===== config.mk =====
export PLATFORM = sky130hd
export DESIGN_NAME = jtcontra_sndcmd
export DESIGN_NICKNAME = d
export VERILOG_FILES = /design/src/rtl/jtcontra_sndcmd_pkg.sv /design/src/rtl/jtcontra_sndcmd_fifo.sv /design/src/rtl/jtcontra_sndcmd.sv
export SDC_FILE = /design/constraint.sdc
export NUM_CORES = 1
export LEC_CHECK = 0
export ABC_AREA = 1
export BUFFER_PORTS_ARGS = -buffer_cell sky130_fd_sc_hd__buf_2
export CAP_MARGIN = 25
export CORE_ASPECT_RATIO = 0.5
export CORE_MARGIN = 1
export CORE_UTILIZATION = 45
export DETAILED_ROUTE_END_ITERATION = 8
export MAX_ROUTING_LAYER = met4
export PLACE_DENSITY = 0.71
export SLEW_MARGIN = 20
export SYNTH_ARGS = -nofsm -noshare
export SYNTH_HDL_FRONTEND = slang
export SYNTH_SLANG_ARGS = --single-unit

===== constraint.sdc =====
create_clock -name clk -period 1.9 [get_ports clk]
set_input_delay 0 -clock clk [delete_from_list [all_inputs] [get_ports clk]]
set_output_delay 0 -clock clk [all_outputs]
set_load 0.02 [all_outputs]

===== src/rtl/jtcontra_sndcmd_pkg.sv =====
// Shared definitions for the main-CPU sound command transmitter:
// sequencer state encoding and default parameter values.
package jtcontra_sndcmd_pkg;

  typedef enum logic [1:0] {
    ST_IDLE  = 2'd0,
    ST_LOAD  = 2'd1,
    ST_PULSE = 2'd2,
    ST_WAIT  = 2'd3
  } state_t;

  localparam int DEF_FIFO_AW = 2;
  localparam int DEF_IRQ_W   = 8;
  localparam int DEF_TOUT_W  = 15;
  localparam int DEF_TOUT    = 24000;

endpackage


===== src/rtl/jtcontra_sndcmd_fifo.sv =====
// Small synchronous byte FIFO. Storage has no reset so it maps to RAM;
// the head byte is captured into a register on pop.
module jtcontra_sndcmd_fifo #(
  parameter int FIFO_AW = 2
) (
  input  logic       clk,
  input  logic       rst,
  input  logic       push,
  input  logic       pop,
  input  logic [7:0] din,
  output logic [7:0] dout,
  output logic       full,
  output logic       empty
);

  localparam int                 DEPTH    = 1 << FIFO_AW;
  localparam logic [FIFO_AW:0]   FULL_CNT = (FIFO_AW + 1)'(DEPTH);

  logic [7:0]         r_mem [DEPTH];
  logic [FIFO_AW-1:0] r_wr_ptr;
  logic [FIFO_AW-1:0] r_rd_ptr;
  logic [FIFO_AW:0]   r_count;
  logic [7:0]         r_dout;

  always_ff @(posedge clk) begin
    if (push) r_mem[r_wr_ptr] <= din;
  end

  // When full, a simultaneous push lands on the slot being read; the
  // pop still sees the old head because both use pre-edge values.
  always_ff @(posedge clk or posedge rst) begin
    if (rst) begin
      r_wr_ptr <= '0;
      r_rd_ptr <= '0;
      r_count  <= '0;
      r_dout   <= '0;
    end else begin
      if (push) r_wr_ptr <= r_wr_ptr + 1'b1;
      if (pop) begin
        r_rd_ptr <= r_rd_ptr + 1'b1;
        r_dout   <= r_mem[r_rd_ptr];
      end
      case ({push, pop})
        2'b10:   r_count <= r_count + 1'b1;
        2'b01:   r_count <= r_count - 1'b1;
        default: r_count <= r_count;
      endcase
    end
  end

  assign dout  = r_dout;
  assign full  = (r_count == FULL_CNT);
  assign empty = (r_count == '0);

endmodule


===== src/rtl/jtcontra_sndcmd.sv =====
// Sound command transmitter: queues main CPU writes and hands them one at a
// time to the sound CPU via latch + IRQ pulse, waiting for ack or timeout.
module jtcontra_sndcmd
  import jtcontra_sndcmd_pkg::*;
#(
  parameter int FIFO_AW = DEF_FIFO_AW,
  parameter int IRQ_W   = DEF_IRQ_W,
  parameter int TOUT_W  = DEF_TOUT_W,
  parameter int TOUT    = DEF_TOUT
) (
  input  logic       clk,
  input  logic       rst,
  input  logic       cmd_we,
  input  logic [7:0] cmd_din,
  output logic       cmd_full,
  output logic [7:0] snd_latch,
  output logic       snd_irq,
  input  logic       snd_ack,
  output logic       busy,
  output logic       ovf,
  output logic       tout,
  input  logic       flag_clr
);

  localparam int                PCNT_W    = $clog2(IRQ_W + 1);
  localparam logic [PCNT_W-1:0] PCNT_LAST = PCNT_W'(IRQ_W - 1);
  localparam logic [TOUT_W-1:0] TCNT_LAST = TOUT_W'(TOUT - 1);

  state_t              r_state;
  state_t              w_state_next;
  logic                w_pop;
  logic                w_push;
  logic                w_fifo_full;
  logic                w_fifo_empty;
  logic [7:0]          w_fifo_dout;
  logic                w_pulse_end;
  logic                w_timeout;
  logic [PCNT_W-1:0]   r_pcnt;
  logic [TOUT_W-1:0]   r_tcnt;
  logic                r_ack_seen;
  logic                r_irq;
  logic [7:0]          r_latch;
  logic                r_ovf;
  logic                r_tout;

  assign w_pop       = (r_state == ST_IDLE) & ~w_fifo_empty;
  assign w_push      = cmd_we & (~w_fifo_full | w_pop);
  assign w_pulse_end = (r_state == ST_PULSE) && (r_pcnt == PCNT_LAST);
  assign w_timeout   = (r_state == ST_WAIT) && !snd_ack && (r_tcnt == TCNT_LAST);

  jtcontra_sndcmd_fifo #(
    .FIFO_AW (FIFO_AW)
  ) u_fifo (
    .clk   (clk),
    .rst   (rst),
    .push  (w_push),
    .pop   (w_pop),
    .din   (cmd_din),
    .dout  (w_fifo_dout),
    .full  (w_fifo_full),
    .empty (w_fifo_empty)
  );

  always_ff @(posedge clk or posedge rst) begin
    if (rst) r_state <= ST_IDLE;
    else     r_state <= w_state_next;
  end

  always_comb begin
    w_state_next = r_state;
    case (r_state)
      ST_IDLE:  if (!w_fifo_empty) w_state_next = ST_LOAD;
      ST_LOAD:  w_state_next = ST_PULSE;
      ST_PULSE: if (w_pulse_end) w_state_next = (r_ack_seen | snd_ack) ? ST_IDLE : ST_WAIT;
      ST_WAIT:  if (snd_ack || (r_tcnt == TCNT_LAST)) w_state_next = ST_IDLE;
      default:  w_state_next = ST_IDLE;
    endcase
  end

  // The IRQ output trails the PULSE state by one cycle, so the latch has a
  // full cycle of setup ahead of the rising edge seen by the sound CPU.
  always_ff @(posedge clk or posedge rst) begin
    if (rst) begin
      r_irq      <= 1'b0;
      r_latch    <= '0;
      r_pcnt     <= '0;
      r_tcnt     <= '0;
      r_ack_seen <= 1'b0;
    end else begin
      r_irq <= (r_state == ST_PULSE);
      if (r_state == ST_LOAD) r_latch <= w_fifo_dout;
      r_pcnt <= ((r_state == ST_PULSE) && !w_pulse_end) ? r_pcnt + 1'b1 : '0;
      r_tcnt <= ((r_state == ST_WAIT) && (w_state_next == ST_WAIT)) ? r_tcnt + 1'b1 : '0;
      if (w_pulse_end)                            r_ack_seen <= 1'b0;
      else if ((r_state == ST_PULSE) && snd_ack)  r_ack_seen <= 1'b1;
    end
  end

  always_ff @(posedge clk or posedge rst) begin
    if (rst) begin
      r_ovf  <= 1'b0;
      r_tout <= 1'b0;
    end else if (flag_clr) begin
      r_ovf  <= 1'b0;
      r_tout <= 1'b0;
    end else begin
      if (cmd_we && !w_push) r_ovf  <= 1'b1;
      if (w_timeout)         r_tout <= 1'b1;
    end
  end

  assign cmd_full  = w_fifo_full;
  assign snd_latch = r_latch;
  assign snd_irq   = r_irq;
  assign busy      = (r_state != ST_IDLE) | ~w_fifo_empty;
  assign ovf       = r_ovf;
  assign tout      = r_tout;

endmodule


==> results.toml, run 1 <==
[global_routing]
grt_max_degree = 26
gr-usage-all-layers = 0.1793
grt_antenna_before_repair = 0
grt_first_pass_wirelength_um = 10540
grt.overflow.total = 0
grt_pass1_vias = 2301

[routing]
drt_first_pass_iters = 4
first_iter_violations = 127
ant_nets = 0
wl_per_cell_um = 12.58
routed_wl_um = 6176
viasPerCell = 4.833
drc_errors = 0
num_vias = 2373

[sta]
tightest_slew_ns = 0.7670
timing.final.crit_period_ns = 1.768
slew-limit-headroom = 0.4868
hold_slack_ns = 0.01889
tns_ns = 0
drv_slew = 0
max_freq_mhz = 565.5
fin_skew_ns = 0.005565
finalCritPeriodShare = 0.9306
finalSetupViolations = 0
grt_setup_unrepaired = "no"
finalHoldViolations = 0

[yosys]
ys_types = 28
synth_area_leaders = "dfrtp_1, edfxtp_1, nor2_1"
synth_top_family_by_area = "simple AND/OR/NAND/NOR gates"
syn-num-nets = 366
synth_top_area_cell = "dfrtp_1"
synth_xor_area_frac = 0.03013
syn_area_um2 = 3488
synthAdderAreaFrac = 0.02726
ys_warn_count = 0
syn-instance-count = 346
synth-seq-area-share = 0.6198
yosysTopAreaCellShare = 0.3443
ys_seq_elements = 80
yosys.area_share.simple = 0.1844
syn_area_per_cell_um2 = 10.08
synth_compound_area_frac = 0.07783
synth_mux_area_frac = 0

[clock_network]
numCtsBuffers = 9
cts_tree = "yes"
clock_sink_count = 80
htreeDepth = 3
clk_latency_ns = 0.34
clock_path_buffers = 2
path_clk_slew_ns = 0.06
cts_root_buffer = "clkbuf_16"

[floorplanning]
core-area_um2 = 7405
rows = 22
top_level_ports = 26
die_h_um = 64.26
start_util = 0.4711
dieArea_um2 = 8129
chipWidth_um = 126.5

[finish]
layout.cells.non_filler = 491
fillers = 643
antenna_cells = 0
most-common-layout-cells = "nor2_1, dfrtp_1, nand2_1, inv_1, o21ai_0"
nets = 410
layout_commonest_cell = "nor2_1"
syn2layout_area_growth_pct = 18.90
drive_gt1_frac = 0.1494

[run]
drv_cap = 0

[critical_path]
worstPathArrival_ns = 2.05
start_kind = "flip-flop"
end_kind = "flip-flop"
timing.critical_path.required_ns = 2.19
crit_fanout = 4
critPathKind = "reg -> reg"
reg2reg_slack_ns = 0.13

[power_and_ir_drop]
power-per-cell-area_nw_per_um2 = 1425
seqPwrFrac = 0.420
share_comb_of_total_power = 0.295
vdd.ir_drop.worst_uv = 604.3
p_int_mw = 3.812
switching_share = 0.3549
power.leakage_nw = 1.798
p_clk_frac = 0.286
switchingPower_mw = 2.097

[hold_path]
hold_class = "in -> reg"

[place]
routabilityCongestion = 0.8574
post-dp-hpwl_um = 4080
io_buffers = 25
dp_cells = 462

[status]
status = "complete, no violations"
-- worst max-delay path, cell delays in order, from the launching register on --
cell	delay [ns]
dfrtp_1	0.42
nor2_4	0.17
buf_4	0.16
nand3_1	0.16
fa_1	0.44
inv_1	0.09
nand4_1	0.09
nand3_1	0.08
nand2_1	0.05
inv_1	0.05
-- layer usage --
layer  part of all wire  GRT usage  routed length, um
met5                  0          -                  0
met4              0.011    0.06175                 70
met3              0.045    0.07705                276
met2               0.46     0.2783               2854
met1               0.48     0.2105               2974
-- flip-flops by register name (all words and copies together) (netlist names) --
signal and flops:
u_fifo.r_count 3, r_ack_seen 1, snd_latch 8, snd_irq 1, r_tcnt 15, u_fifo.r_mem 32, tout 1, r_state 2
u_fifo.r_wr_ptr 2, u_fifo.r_rd_ptr 2, ovf 1, u_fifo.dout 8, r_pcnt 4
-- path summary, 6_finish.rpt --
| path | start | to | depth (start not counted) |
|---|---|---|---|
| max in group asynchronous | rst | r_tcnt[7] | 4 |
| worst max register to register | r_state[1] | u_fifo.r_count[2] | 9 |
| min in group asynchronous | rst | u_fifo.dout[2] | 3 |
| worst max-delay path | r_state[1] | u_fifo.r_count[2] | 9 |
| worst min register to register | r_pcnt[0] | r_pcnt[0] | 1 |
| worst min-delay path | cmd_we | ovf | 3 |
-- cell type report --
type                       count  area, um2  share of cell area
clock buffer                  10      250.2             0.06033
clock inverter                 6      47.55             0.01146
inverter                      41      153.9             0.03710
multi-input combinational    217       1129              0.2721
sequential                    80       2162              0.5213
tap                           96      120.1             0.02896
timing repair buffer          41      285.3             0.06878
-- synth_stat cells (all sizes together) --
cell type  count
o21ai         44
a21oi          4
fa             1
o22ai          1
xnor2          2
nor2          69
dfrtp         48
inv           41
edfxtp        32
nor3           6
buf            8
ha             6
xor2          10
nand4          5
a31oi          1
nand3         17
o21bai         1
nand2         50
-- repair_timing --
action	CTS	global route
hold endpoints to repair	58	0
resized for setup	0	2
setup endpoints to repair	0	1
hold buffers	11	0
buffers inserted	0	2
-- logic make-up after synthesis --
group,after synthesis
buffers and inverters,49
adder cells (fa/ha/maj),7
flip-flops,80
AND/OR/NAND/NOR,147
XOR/XNOR,12
AO/OA/AOI/OAI,51
-- stage by stage --
step / setup WS [ns] / cell area [um2] / util / power, mW
after global placement: 0.1909 / 3711 / 0.5012 / 4.185
after CTS: 0.08782 / 4119 / 0.5563 / 5.958
after global routing: 0.02219 / 4148 / 0.5602 / 6.324
final: 0.1318 / 4148 / 0.5602 / 5.909
after floorplan: 0.3399 / 3488 / - / 3.816
after detailed placement: 0.1554 / 3711 / 0.5012 / 4.227
-- power groups by stage --
stage	sequential [mW]	clock, mW	combinational [mW]
2_1_floorplan	2.53	0	1.28
3_3_place_gp	2.50	0	1.68
3_5_place_dp	2.51	0	1.71
4_1_cts	2.48	1.73	1.75
5_1_grt	2.53	1.79	2.01
6_report	2.48	1.69	1.74
(Power assumes the default switching activity.)
==> run 2, diff against run 1 <==
--- a/config.mk
+++ b/config.mk
@@ -13,7 +13,6 @@
 export CORE_UTILIZATION = 45
 export DETAILED_ROUTE_END_ITERATION = 8
 export MAX_ROUTING_LAYER = met4
-export PLACE_DENSITY = 0.71
 export SLEW_MARGIN = 20
 export SYNTH_ARGS = -nofsm -noshare
 export SYNTH_HDL_FRONTEND = slang
==> run 2 against run 1 <==
- via count shrank 1.3%
- critical path depth did not move
- final cell count shrank 0.41%
- clock-buffer cell count down 1
- largest cell class unchanged
==> results.toml, run 2 (same netlist as run 1, synthesis figures left out) <==
[clock_network]
path_clk_slew_ns = 0.06
cts_post_setup_buffers_inserted = 0
htreeDepth = 3
cts_tree = "yes"
cts.repair.resized = 0
clock_sink_count = 80
numCtsBuffers = 9
clock_path_buffers = 2
clk_latency_ns = 0.34
cts_root_buffer = "clkbuf_16"

[sta]
timing.final.crit_period_ns = 1.748
fin_skew_ns = 0.005086
max_freq_mhz = 571.9
grt_setup_unrepaired = "no"
slew-limit-headroom = 0.5079
finalHoldViolations = 0
tightest_slew_ns = 0.7355
finalCritPeriodShare = 0.9202
tns_ns = 0
finalSetupViolations = 0
drv_slew = 0

[critical_path]
critPathKind = "reg -> reg"
crit_path_start = "r_state[1]"
path_buf_inv = 3
path_cells = "nor2_4 > buf_4 > nand3_1 > fa_1 > inv_1 > nand4_1 > nand3_1 > nand2_1 > inv_1"
path_delay_family = "simple AND/OR/NAND/NOR gates"
timing.critical_path.required_ns = 2.18
end_kind = "flip-flop"
r2r_start = "r_state[1]"
critPathSlowestCell = "fa_1"
start_kind = "flip-flop"
crit_fanout = 4
cp_slowest_stage_delay_ns = 0.44
worstPathArrival_ns = 2.03

[place]
io_buffers = 25
post-dp-hpwl_um = 4204
dpl_cell_area_um2 = 3706
routabilityCongestion = 0.8211
dp_cells = 463

[floorplanning]
top_level_ports = 26
dieArea_um2 = 8129
start_util = 0.4711
chipWidth_um = 126.5
die_h_um = 64.26
core-area_um2 = 7405
rows = 22

[routing]
drc_errors = 0
num_vias = 2343
first_iter_violations = 160
viasPerCell = 4.791
routed_wl_um = 6171
drt_first_pass_iters = 6
wl_per_cell_um = 12.62
ant_nets = 0

[finish]
multi_input_area_um2 = 1115
regArea_um2 = 2162
layout_commonest_cell = "nor2_1"
drive_gt1_frac = 0.1501
top_regs = "u_fifo.r_mem: 32 flops, r_tcnt: 15 flops"
syn2layout_area_growth_pct = 18.29
largest_reg_flops = 32
layout.cells.non_filler = 489
antenna_cells = 0
nets = 408
most-common-layout-cells = "nor2_1, dfrtp_1, nand2_1, inv_1, o21ai_0"
fillers = 632
regMostFlops = "u_fifo.r_mem"
final_design_area_no_fill_um2 = 4126

[global_routing]
grt_pass1_vias = 2344
grt_max_degree = 24
grt.overflow.total = 0
grt_first_pass_wirelength_um = 10810
gr-usage-all-layers = 0.1843
grt_antenna_before_repair = 0

[power_and_ir_drop]
total_power_mw = 6.057
vdd.ir_drop.worst_uv = 698.2
power-per-cell-area_nw_per_um2 = 1468
power.leakage_nw = 1.773

[hold_path]
hold_class = "in -> reg"
worstHoldStart = "snd_ack"

[run]
drv_cap = 0

[status]
status = "complete, no violations"
-- run 2: worst paths after layout --
path / depth (start not counted) / slack (ns) / to
setup / recovery: 9 / 0.15 / u_fifo.r_count[2]
hold / removal: 4 / 0.02 / tout
setup reg to reg: 9 / 0.15 / u_fifo.r_count[2]
hold reg to reg: 1 / 0.48 / r_pcnt[0]
max in group asynchronous: 4 / 1.11 / snd_latch[0]
min in group asynchronous: 3 / 0.23 / ovf
-- run 2: cell type report --
class,instances,area share
sequential,80,0.5240
inverter,41,0.03730
timing repair buffer,39,0.06186
clock buffer,9,0.05458
clock inverter,7,0.02304
tap,96,0.02911
multi-input combinational,217,0.2702
-- run 2: power by group --
part	internal [mW]	switching [mW]
sequential	2.25	0.233
clock	1.15	0.697
combinational	0.575	1.15
total	3.98	2.08
-- run 2: worst min-delay path, delay by kind of cell --
family,cells,cell delay [ns]
and+or+nand+nor,2,0.15
buffers and inverters,1,0.11
AOI/OAI and AO/OA,1,0.05
-- run 2: routing by layer --
layer | global-route usage | vias up | part of all wire
li1 | - | 1209 | -
met3 | 0.07119 | 7 | 0.040
met5 | - | - | 0
met1 | 0.2150 | 1095 | 0.48
met2 | 0.2921 | 32 | 0.47
met4 | 0.06777 | 0 | 0.0094
-- run 2: stage by stage --
| step | hold WS [ns] | util | worst slack (ns) |
|---|---|---|---|
| 5_1_grt | 0.03629 | 0.5573 | 0.02741 |
| 4_1_cts | 0.01085 | 0.5573 | 0.1450 |
| 6_report | 0.01797 | 0.5573 | 0.1516 |
| 3_5_place_dp | 0.06503 | 0.5005 | 0.1523 |
| 2_1_floorplan | 0.06314 | - | 0.3399 |
| 3_3_place_gp | 0.05170 | 0.5005 | 0.2248 |
-- run 2: timing repair --
| item | in CTS | in global routing |
|---|---|---|
| hold buffers | 10 | 0 |
| setup endpoints to repair | 0 | 0 |
| endpoints found under the hold margin | 55 | 0 |
==> run 3, diff against run 2 <==
--- a/config.mk
+++ b/config.mk
@@ -11,6 +11,7 @@
 export CORE_ASPECT_RATIO = 0.5
 export CORE_MARGIN = 1
 export CORE_UTILIZATION = 45
+export CTS_BUF_LIST = sky130_fd_sc_hd__clkbuf_8
 export DETAILED_ROUTE_END_ITERATION = 8
 export MAX_ROUTING_LAYER = met4
 export SLEW_MARGIN = 20
==> run 3 against run 2 <==
- non-clock buffer count up 4
- die area unchanged
- global-route usage down 0.43 points
- register-to-register slack about the same
- sequential cell count unchanged
- clock power down 26%
- final cell count up 0.82%
- largest power group unchanged
==> results.toml, run 3 (same netlist as run 1, synthesis figures left out) <==
[critical_path]
critPathSlowestCell = "dlygate4sd3_1"
timing.critical_path.required_ns = 2.19
start_kind = "flip-flop"
worstPathArrival_ns = 2.06
reg2reg_slack_ns = 0.14
cp_slowest_stage_delay_ns = 0.55
r2r_cells = 6
end_kind = "flip-flop"
path_cells = "ha_1 > nand3_2 > nor3_2 > nand4_1 > a21oi_1 > dlygate4sd3_1"
r2r_end = "tout"
r2r_start = "r_tcnt[0]"
crit_fanout = 5
critPathKind = "reg -> reg"

[finish]
syn2layout_area_growth_pct = 16.39
regMostFlops = "u_fifo.r_mem"
top_regs = "u_fifo.r_mem: 32 flops, r_tcnt: 15 flops"
nets = 412
drive_gt1_frac = 0.1537
most-common-layout-cells = "nor2_1, dfrtp_1, nand2_1, inv_1, o21ai_0"
regArea_um2 = 2162
largest_reg_flops = 32
fillers = 639
layout.cells.non_filler = 493
antenna_cells = 0
utilization = 0.5483
multi_input_area_um2 = 1115
layout_commonest_cell = "nor2_1"
final_design_area_no_fill_um2 = 4060

[run]
drv_cap = 0

[clock_network]
clock_path_buffers = 2
cts_tree = "yes"
path_clk_slew_ns = 0.08
cts.repair.resized = 0
clock_sink_count = 80
clk_latency_ns = 0.35
numCtsBuffers = 9
htreeDepth = 3
cts_root_buffer = "clkbuf_8"

[routing]
ant_nets = 0
wl_per_cell_um = 12.38
viasPerCell = 4.730
routed_wl_um = 6103
drc_errors = 0
first_iter_violations = 110
num_vias = 2332
drt_first_pass_iters = 6

[floorplanning]
die_h_um = 64.26
core-area_um2 = 7405
start_util = 0.4711
dieArea_um2 = 8129
top_level_ports = 26
rows = 22
chipWidth_um = 126.5

[sta]
grt_setup_unrepaired = "no"
timing.final.crit_period_ns = 1.763
fin_skew_ns = 0.009851
max_freq_mhz = 567.1
drv_slew = 0
tightest_slew_ns = 0.7335
finalCritPeriodShare = 0.9280
slew-limit-headroom = 0.5092
tns_ns = 0
hold_slack_ns = 0.02894
finalHoldViolations = 0
finalSetupViolations = 0

[hold_path]
worstHoldStart = "snd_ack"
hold_end = "r_state[0]"
hold_class = "in -> reg"
holdPathStages = 4

[power_and_ir_drop]
vdd.ir_drop.worst_uv = 647.3
power-per-cell-area_nw_per_um2 = 1376
power.leakage_nw = 1.749

[place]
io_buffers = 25
dpl_cell_area_um2 = 3706
routabilityCongestion = 0.8211
dp_cells = 463
post-dp-hpwl_um = 4204

[global_routing]
gr-usage-all-layers = 0.1800
grt_max_degree = 24
grt_first_pass_wirelength_um = 10670
grt_antenna_before_repair = 0
grt_pass1_vias = 2312
grt.overflow.total = 0

[status]
status = "complete, no violations"
==> run 3: cell types whose count changed in the layout (fill, tap and decap cells not counted) <==
cell / change
dlygate4sd3_1: +2
clkbuf_16: -9
buf_4: +2
clkbuf_8: +9
==> run 3: per-stage QoR <==
stage | power [mW] | setup slack, ns
4_1_cts | 5.627 | 0.09986
6_report | 5.586 | 0.1368
2_1_floorplan | 3.816 | 0.3399
5_1_grt | 6.034 | 0.02293
3_3_place_gp | 4.160 | 0.2248
3_5_place_dp | 4.231 | 0.1523
==> run 3: timing repair <==
| item | CTS | global route |
|---|---|---|
| hold buffers | 12 | 0 |
| buffers inserted | 0 | 2 |
| endpoints found under the hold margin | 57 | 0 |
| endpoints found under the setup margin | 0 | 1 |
==> run 3: worst max path at each step <==
stage	startpoint	endpoint	slack, ns	cells past startpoint
after floorplan	r_state[1]	u_fifo.r_count[2]	0.34	8
after global placement	r_state[1]	u_fifo.r_count[2]	0.22	9
after detailed placement	r_state[1]	u_fifo.r_count[2]	0.15	9
after CTS	r_tcnt[0]	tout	0.1	6
after global routing	r_state[1]	u_fifo.r_count[2]	0.02	9
final	r_tcnt[0]	tout	0.14	6
==> run 3: area by class of cell <==
class | instances | area share
Timing Repair Buffer | 43 | 0.07149
Inverter | 41 | 0.03790
Multi-Input combinational cell | 217 | 0.2746
Clock inverter | 7 | 0.02342
Tap cell | 96 | 0.02958
Sequential cell | 80 | 0.5325
Clock buffer | 9 | 0.03051
==> run 3: critical path, delay by kind of cell, from the launching register on <==
kind	cells	cell delay, ns
and+or+nand+nor	3	0.43
adders and majority gates	1	0.21
DFF	1	0.40
AOI/OAI and AO/OA	1	0.13
buffers and inverters	1	0.55
==> run 3: routing by layer <==
metal / wire length, um / up-vias / global-route usage
li1: - / 1212 / -
met1: 2944 / 1090 / 0.2166
met2: 2881 / 25 / 0.2873
met3: 229 / 5 / 0.06114
met4: 48 / 0 / 0.05873
met5: 0 / - / -
==> run 3: report_power, final <==
part | total (mW) | switching, mW | internal, mW
combinational | 1.73 | 1.15 | 0.585
sequential | 2.48 | 0.231 | 2.25
clock | 1.37 | 0.630 | 0.742
